**config.mk**
```make
export PLATFORM = sky130hd
export DESIGN_NAME = id_issue_stage
export DESIGN_NICKNAME = d
export VERILOG_FILES = /design/src/rtl/id_issue_stage_pkg.sv /design/src/rtl/id_issue_stage_reg_file.sv /design/src/rtl/id_issue_stage.sv
export SDC_FILE = /design/constraint.sdc
export NUM_CORES = 1
export LEC_CHECK = 0
export CAP_MARGIN = 40
export CORE_UTILIZATION = 50
export DETAILED_ROUTE_END_ITERATION = 16
export HOLD_SLACK_MARGIN = 0.06
export PLACE_DENSITY = 0.69
export SKIP_CTS_REPAIR_TIMING = 1
export SYNTH_ARGS = -nofsm -noshare
export SYNTH_HDL_FRONTEND = slang
export SYNTH_SLANG_ARGS = --single-unit
```
**constraint.sdc**
```tcl
create_clock -name clk -period 2.9 [get_ports clk]
set_input_delay 0.58 -clock clk [delete_from_list [all_inputs] [get_ports clk]]
set_output_delay 0.58 -clock clk [all_outputs]
set_load 0.1 [all_outputs]
```
**src/rtl/id_issue_stage_pkg.sv**
```systemverilog
// Shared constants, opcode encoding and ID/EX bundle for the decode/issue stage.
// Imported by id_issue_stage and reg_file_8x16.
package id_issue_stage_pkg;

    localparam int WORD_LEN    = 16;
    localparam int NREGS       = 8;
    localparam int REG_IDX_W   = 3;
    localparam int EXE_CMD_LEN = 4;

    localparam logic [EXE_CMD_LEN-1:0] EXE_NOP = 4'd0;
    localparam logic [EXE_CMD_LEN-1:0] EXE_ADD = 4'd1;
    localparam logic [EXE_CMD_LEN-1:0] EXE_SUB = 4'd2;
    localparam logic [EXE_CMD_LEN-1:0] EXE_AND = 4'd3;
    localparam logic [EXE_CMD_LEN-1:0] EXE_OR  = 4'd4;
    localparam logic [EXE_CMD_LEN-1:0] EXE_XOR = 4'd5;
    localparam logic [EXE_CMD_LEN-1:0] EXE_SLL = 4'd6;
    localparam logic [EXE_CMD_LEN-1:0] EXE_SRL = 4'd7;

    typedef enum logic [3:0] {
        OP_NOP  = 4'd0,
        OP_ADD  = 4'd1,
        OP_SUB  = 4'd2,
        OP_AND  = 4'd3,
        OP_OR   = 4'd4,
        OP_XOR  = 4'd5,
        OP_SLL  = 4'd6,
        OP_SRL  = 4'd7,
        OP_ADDI = 4'd8,
        OP_SLLI = 4'd9,
        OP_SRLI = 4'd10
    } opcode_e;

    typedef struct packed {
        logic [EXE_CMD_LEN-1:0] cmd;
        logic [WORD_LEN-1:0]    a;
        logic [WORD_LEN-1:0]    b;
        logic [REG_IDX_W-1:0]   dst;
    } id_ex_t;

endpackage

```
**src/rtl/id_issue_stage_reg_file.sv**
```systemverilog
// 8x16 register file: two combinational read ports with write bypass,
// one synchronous write port (we/waddr/wdata), r0 hardwired to zero.
module reg_file_8x16
    import id_issue_stage_pkg::*;
(
    input  logic                 clk,
    input  logic                 rst,
    input  logic                 we,
    input  logic [REG_IDX_W-1:0] waddr,
    input  logic [WORD_LEN-1:0]  wdata,
    input  logic [REG_IDX_W-1:0] ra1,
    output logic [WORD_LEN-1:0]  rd1,
    input  logic [REG_IDX_W-1:0] ra2,
    output logic [WORD_LEN-1:0]  rd2
);

    logic [WORD_LEN-1:0] mem [NREGS];
    logic                wr;

    assign wr = we && (waddr != '0);

    always_ff @(posedge clk) begin
        if (rst) begin
            for (int i = 0; i < NREGS; i++) mem[i] <= '0;
        end else if (wr) begin
            mem[waddr] <= wdata;
        end
    end

    always_comb begin
        rd1 = mem[ra1];
        if (ra1 == '0)                rd1 = '0;
        else if (wr && waddr == ra1) rd1 = wdata;
    end

    always_comb begin
        rd2 = mem[ra2];
        if (ra2 == '0)                rd2 = '0;
        else if (wr && waddr == ra2) rd2 = wdata;
    end

endmodule

```
**src/rtl/id_issue_stage.sv**
```systemverilog
// Decode/issue stage: valid/ready input, register file, registered ID/EX slot.
// Ports: clk/rst, in_valid/in_ready/instr, flush, out_* slot, wb_*, counters.
module id_issue_stage
    import id_issue_stage_pkg::*;
#(
    parameter int CNT_W = 16
) (
    input  logic                   clk,
    input  logic                   rst,
    input  logic                   in_valid,
    output logic                   in_ready,
    input  logic [15:0]            instr,
    input  logic                   flush,
    output logic                   out_valid,
    input  logic                   out_ready,
    output logic [EXE_CMD_LEN-1:0] exe_cmd,
    output logic [WORD_LEN-1:0]    alu_a,
    output logic [WORD_LEN-1:0]    alu_b,
    output logic [REG_IDX_W-1:0]   dst,
    input  logic                   wb_en,
    input  logic [REG_IDX_W-1:0]   wb_addr,
    input  logic [WORD_LEN-1:0]    wb_data,
    output logic [CNT_W-1:0]       issued_cnt,
    output logic [CNT_W-1:0]       illegal_cnt
);

    logic [3:0]           op;
    logic [REG_IDX_W-1:0] rd, rs1, rs2;
    logic [5:0]           imm6;
    logic [WORD_LEN-1:0]  rs1_d, rs2_d;
    logic                 is_rr, is_addi, is_shi, ill;
    logic                 accept;
    id_ex_t               dec, slot;
    logic                 valid_q;

    assign op   = instr[15:12];
    assign rd   = instr[11:9];
    assign rs1  = instr[8:6];
    assign rs2  = instr[5:3];
    assign imm6 = instr[5:0];

    reg_file_8x16 u_rf (
        .clk   (clk),
        .rst   (rst),
        .we    (wb_en),
        .waddr (wb_addr),
        .wdata (wb_data),
        .ra1   (rs1),
        .rd1   (rs1_d),
        .ra2   (rs2),
        .rd2   (rs2_d)
    );

    assign is_rr   = (op >= OP_ADD) && (op <= OP_SRL);
    assign is_addi = (op == OP_ADDI);
    assign is_shi  = (op == OP_SLLI) || (op == OP_SRLI);
    assign ill     = (op > OP_SRLI);

    always_comb begin
        dec = '0;
        unique case (1'b1)
            is_rr: begin
                // R-type opcodes share their encoding with exe commands
                dec.cmd = op;
                dec.a   = rs1_d;
                dec.b   = rs2_d;
                dec.dst = rd;
            end
            is_addi: begin
                dec.cmd = EXE_ADD;
                dec.a   = rs1_d;
                dec.b   = {{(WORD_LEN-6){imm6[5]}}, imm6};
                dec.dst = rd;
            end
            is_shi: begin
                dec.cmd = (op == OP_SLLI) ? EXE_SLL : EXE_SRL;
                dec.a   = rs1_d;
                dec.b   = {{(WORD_LEN-4){1'b0}}, imm6[3:0]};
                dec.dst = rd;
            end
            default: dec = '0;
        endcase
    end

    assign in_ready = !rst && !flush && (!valid_q || out_ready);
    assign accept   = in_valid && in_ready;

    always_ff @(posedge clk) begin
        if (rst) begin
            valid_q     <= 1'b0;
            slot        <= '0;
            issued_cnt  <= '0;
            illegal_cnt <= '0;
        end else if (flush) begin
            valid_q <= 1'b0;
            slot    <= '0;
        end else if (accept) begin
            valid_q    <= 1'b1;
            slot       <= dec;
            issued_cnt <= issued_cnt + 1'b1;
            if (ill) illegal_cnt <= illegal_cnt + 1'b1;
        end else if (valid_q && out_ready) begin
            valid_q <= 1'b0;
        end
    end

    assign out_valid = valid_q;
    assign exe_cmd   = slot.cmd;
    assign alu_a     = slot.a;
    assign alu_b     = slot.b;
    assign dst       = slot.dst;

endmodule

```
==> flow_summary.ini <==
[status]
status = finished clean

[synthesis]
syn_avg_cell_area_um2 = 12.5
mappedNetlistArea_mm2 = 0.0101
synth_async_sr_flop_share_pct = 0
synth_simple_gate_area_share_pct = 17.7
adder_cell_share_of_the_synthesized_area_pct = 0.248
area_fraction_in_compound_gates_after_synthesis_pct = 5.84
synth.area.mux_share_pct = 18.6
synth.yosys.warnings = 0
dominant_combinational_cell_family_by_area_after_synthesis = multiplexers
netlist_instances = 806
post_synthesis_register_bit_count = 200
dominant_register_cell_in_the_synthesized_netlist = edfxtp_1
synth_sequential_area_ratio_pct = 52.4
number_of_flops_mapped_to_enable_cells_by_yosys = 128
synth.lib_cells_used.distinct = 49
post_synth_xor_area_fraction_pct = 2.26

[pwr]
cellPowerDensity_mw_per_mm2 = 516
p_leak_nw = 4.45
worst_voltage_drop_across_the_vdd_grid_v = 0.000382

[drt]
avgRoutedWirePerCell_um = 22.3
antenna_left = 0
route.detailed.vias_per_inst = 5.95
first_pass_iters = 4
finalWirelength_um = 27100
detailed_router_s_first_iteration_violation_count = 486
drc = 0
num_vias = 7246

[cells_and_area]
areaGrowthSynthToFinish_pct = 20.2
layout-drive-gt1-share_pct = 26.5
fin_nets = 983
layout.core_utilization_pct = 61.9
antenna-diode-count = 0
layout_commonest_cell = edfxtp_1
layout_common_cells = 128 x edfxtp_1, 126 x and2_1, 107 x buf_4

[die]
row_count = 51
io_pins = 114
start_util_pct = 51.5
die_boundary_width_um = 144
floorplan.die.height_um = 144
total_die_area_mm2 = 0.0207
floorplan.core_area_mm2 = 0.0196

[timing]
period_needed_ns = 2.39
fin_hold_viols = 0
rsz0062_at_grt = no
timing.setup.tns_ns = 0
max_slew.worst_pin.slew_ns = 0.877
whs_ns = 0.466
finalMaxSlewViolations = 0
fin_worst_skew_ns = 0.00707
setup_violations = 0
finalCritPeriodShare_pct = 82.3
max_slew_headroom_pct = 41.5
max_clock_freq_mhz = 419

[clocking]
cts_buffer_count = 17
cts_root_buf = clkbuf_16
clkSlewWorstSetupHoldPaths_ns = 0.07
clock_insertion_delay_at_the_later_pin_of_the_skew_report_ns = 0.43
cts_tree = done
max-clock-path-buffers = 2
cts_num_sinks = 200
cts_max_level = 4

[critical_path]
r2r_cells = 5
timing_worst_setup_path_type = input port to output pin
r2r_slack_ns = 0.95
data_arrival_at_the_endpoint_of_the_critical_path_ns = 1.81
path_max_fanout = 7
end_kind = output pin
timing.critical_path.required_ns = 2.32
worstReg2RegStart = out_valid
critPathLaunchType = input port
critical_path.reg2reg.endpoint = alu_a[7]

[grt]
overflow_after_grt = 0
first_pass_grt_wire_length_um = 40800
grt_pass1_vias = 7240
antenna_found_initial = 0
global_route.usage.total_pct = 27.3
largest_net_degree_at_the_start_of_global_routing = 36

[worst_hold_path]
hp-start = exe_cmd[3]
worst_hold_path.num_cells = 1
hold_path.class = flop to flop
holdPathEnd = exe_cmd[3]

[placed_design]
post-dp-hpwl_um = 17900
routabilityCongestion = 0.845
numPortBuffers = 113

[job]
maxCapViolCount = 0
critical path: stages:
cell and delay, ns:
clkdlybuf4s50_1 0.41, or2_2 0.36, nor2_1 0.24, buf_12 0.21
cells in the mapped netlist, types with 4 or more instances:
cell	n	share of area, %
and2_1	126	7.8
mux2_2	19	2.1
edfxtp_1	128	38
inv_1	8	0.30
mux2i_1	21	2.1
or2_0	11	0.68
nand4_1	7	0.43
nor2b_1	7	0.43
nor2_1	41	1.5
dfxtp_1	72	14
o211ai_1	4	0.30
mux4_2	64	14
buf_2	16	0.79
xnor2_1	23	2.0
o21ai_0	18	0.89
a32o_1	16	1.6
nor4_1	11	0.68
a21oi_1	25	1.2
nand2_1	38	1.4
a211oi_1	12	0.89
clkbuf_1	34	1.3
and3_1	7	0.43
nand3_1	32	1.6
nand2b_1	8	0.50
or2_2	10	0.62
nor3_1	11	0.55
per-stage QoR:
stage / area, um2 / worst slack, ns / power [mW] / std cells
floorplan: 10100 / 0.0321 / 3.82 / 821
global placement: 11600 / 0.163 / 4.10 / 1186
detailed placement: 11600 / 0.138 / 4.13 / 1186
CTS: 12100 / 0.501 / 6.27 / 1218
global route: 12100 / 0.446 / 6.44 / 1218
finish: 12100 / 0.513 / 6.25 / 1218
cell type report:
| cell class | instances | area, um2 |
|---|---|---|
| Inverter | 8 | 30.0 |
| Multi-Input combinational cell | 556 | 4560 |
| Tap cell | 265 | 332 |
| Timing Repair Buffer | 157 | 1390 |
| Sequential cell | 200 | 5290 |
| Fill cell | 1535 | 7460 |
| Clock inverter | 14 | 98.8 |
| Clock buffer | 18 | 429 |
registers in the layout (all words and copies together) (netlist names):
name / cells
out_valid: 1
dst: 3
u_rf.mem: 128
alu_b: 16
issued_cnt: 16
exe_cmd: 4
illegal_cnt: 16
alu_a: 16
power breakdown:
group	leakage, nW	switching, mW	internal [mW]
Sequential	1.81	0.0752	3.16
Combinational	2.37	0.466	0.371
Clock	0.265	1.07	1.10
worst max-delay path by stage:
stage | startpoint | to | slack [ns] | depth (start not counted)
floorplan | rst | in_ready | 0.03 | 3
global placement | instr[12] | alu_a[11] | 0.16 | 6
detailed placement | instr[12] | alu_a[7] | 0.14 | 6
finish | flush | in_ready | 0.51 | 4
CTS | flush | in_ready | 0.50 | 4
global route | flush | in_ready | 0.45 | 4
layer usage:
layer	share of wire (%)	routed length, um	global-route usage (%)
met1	38	10300	32.1
met4	2.8	769	12.1
met3	6.2	1690	4.83
met2	53	14300	48.7
met5	0	0	0
cells by family after synthesis:
| group | count (synthesis) |
|---|---|
| DFF | 200 |
| muxes | 105 |
| adders and majority gates | 2 |
| other | 1 |
| and+or+nand+nor | 321 |
| buffers and inverters | 65 |
| AOI/OAI and AO/OA | 86 |
| xor gates and xnor gates | 26 |
Note: power is estimated with default switching activity, not from simulation.
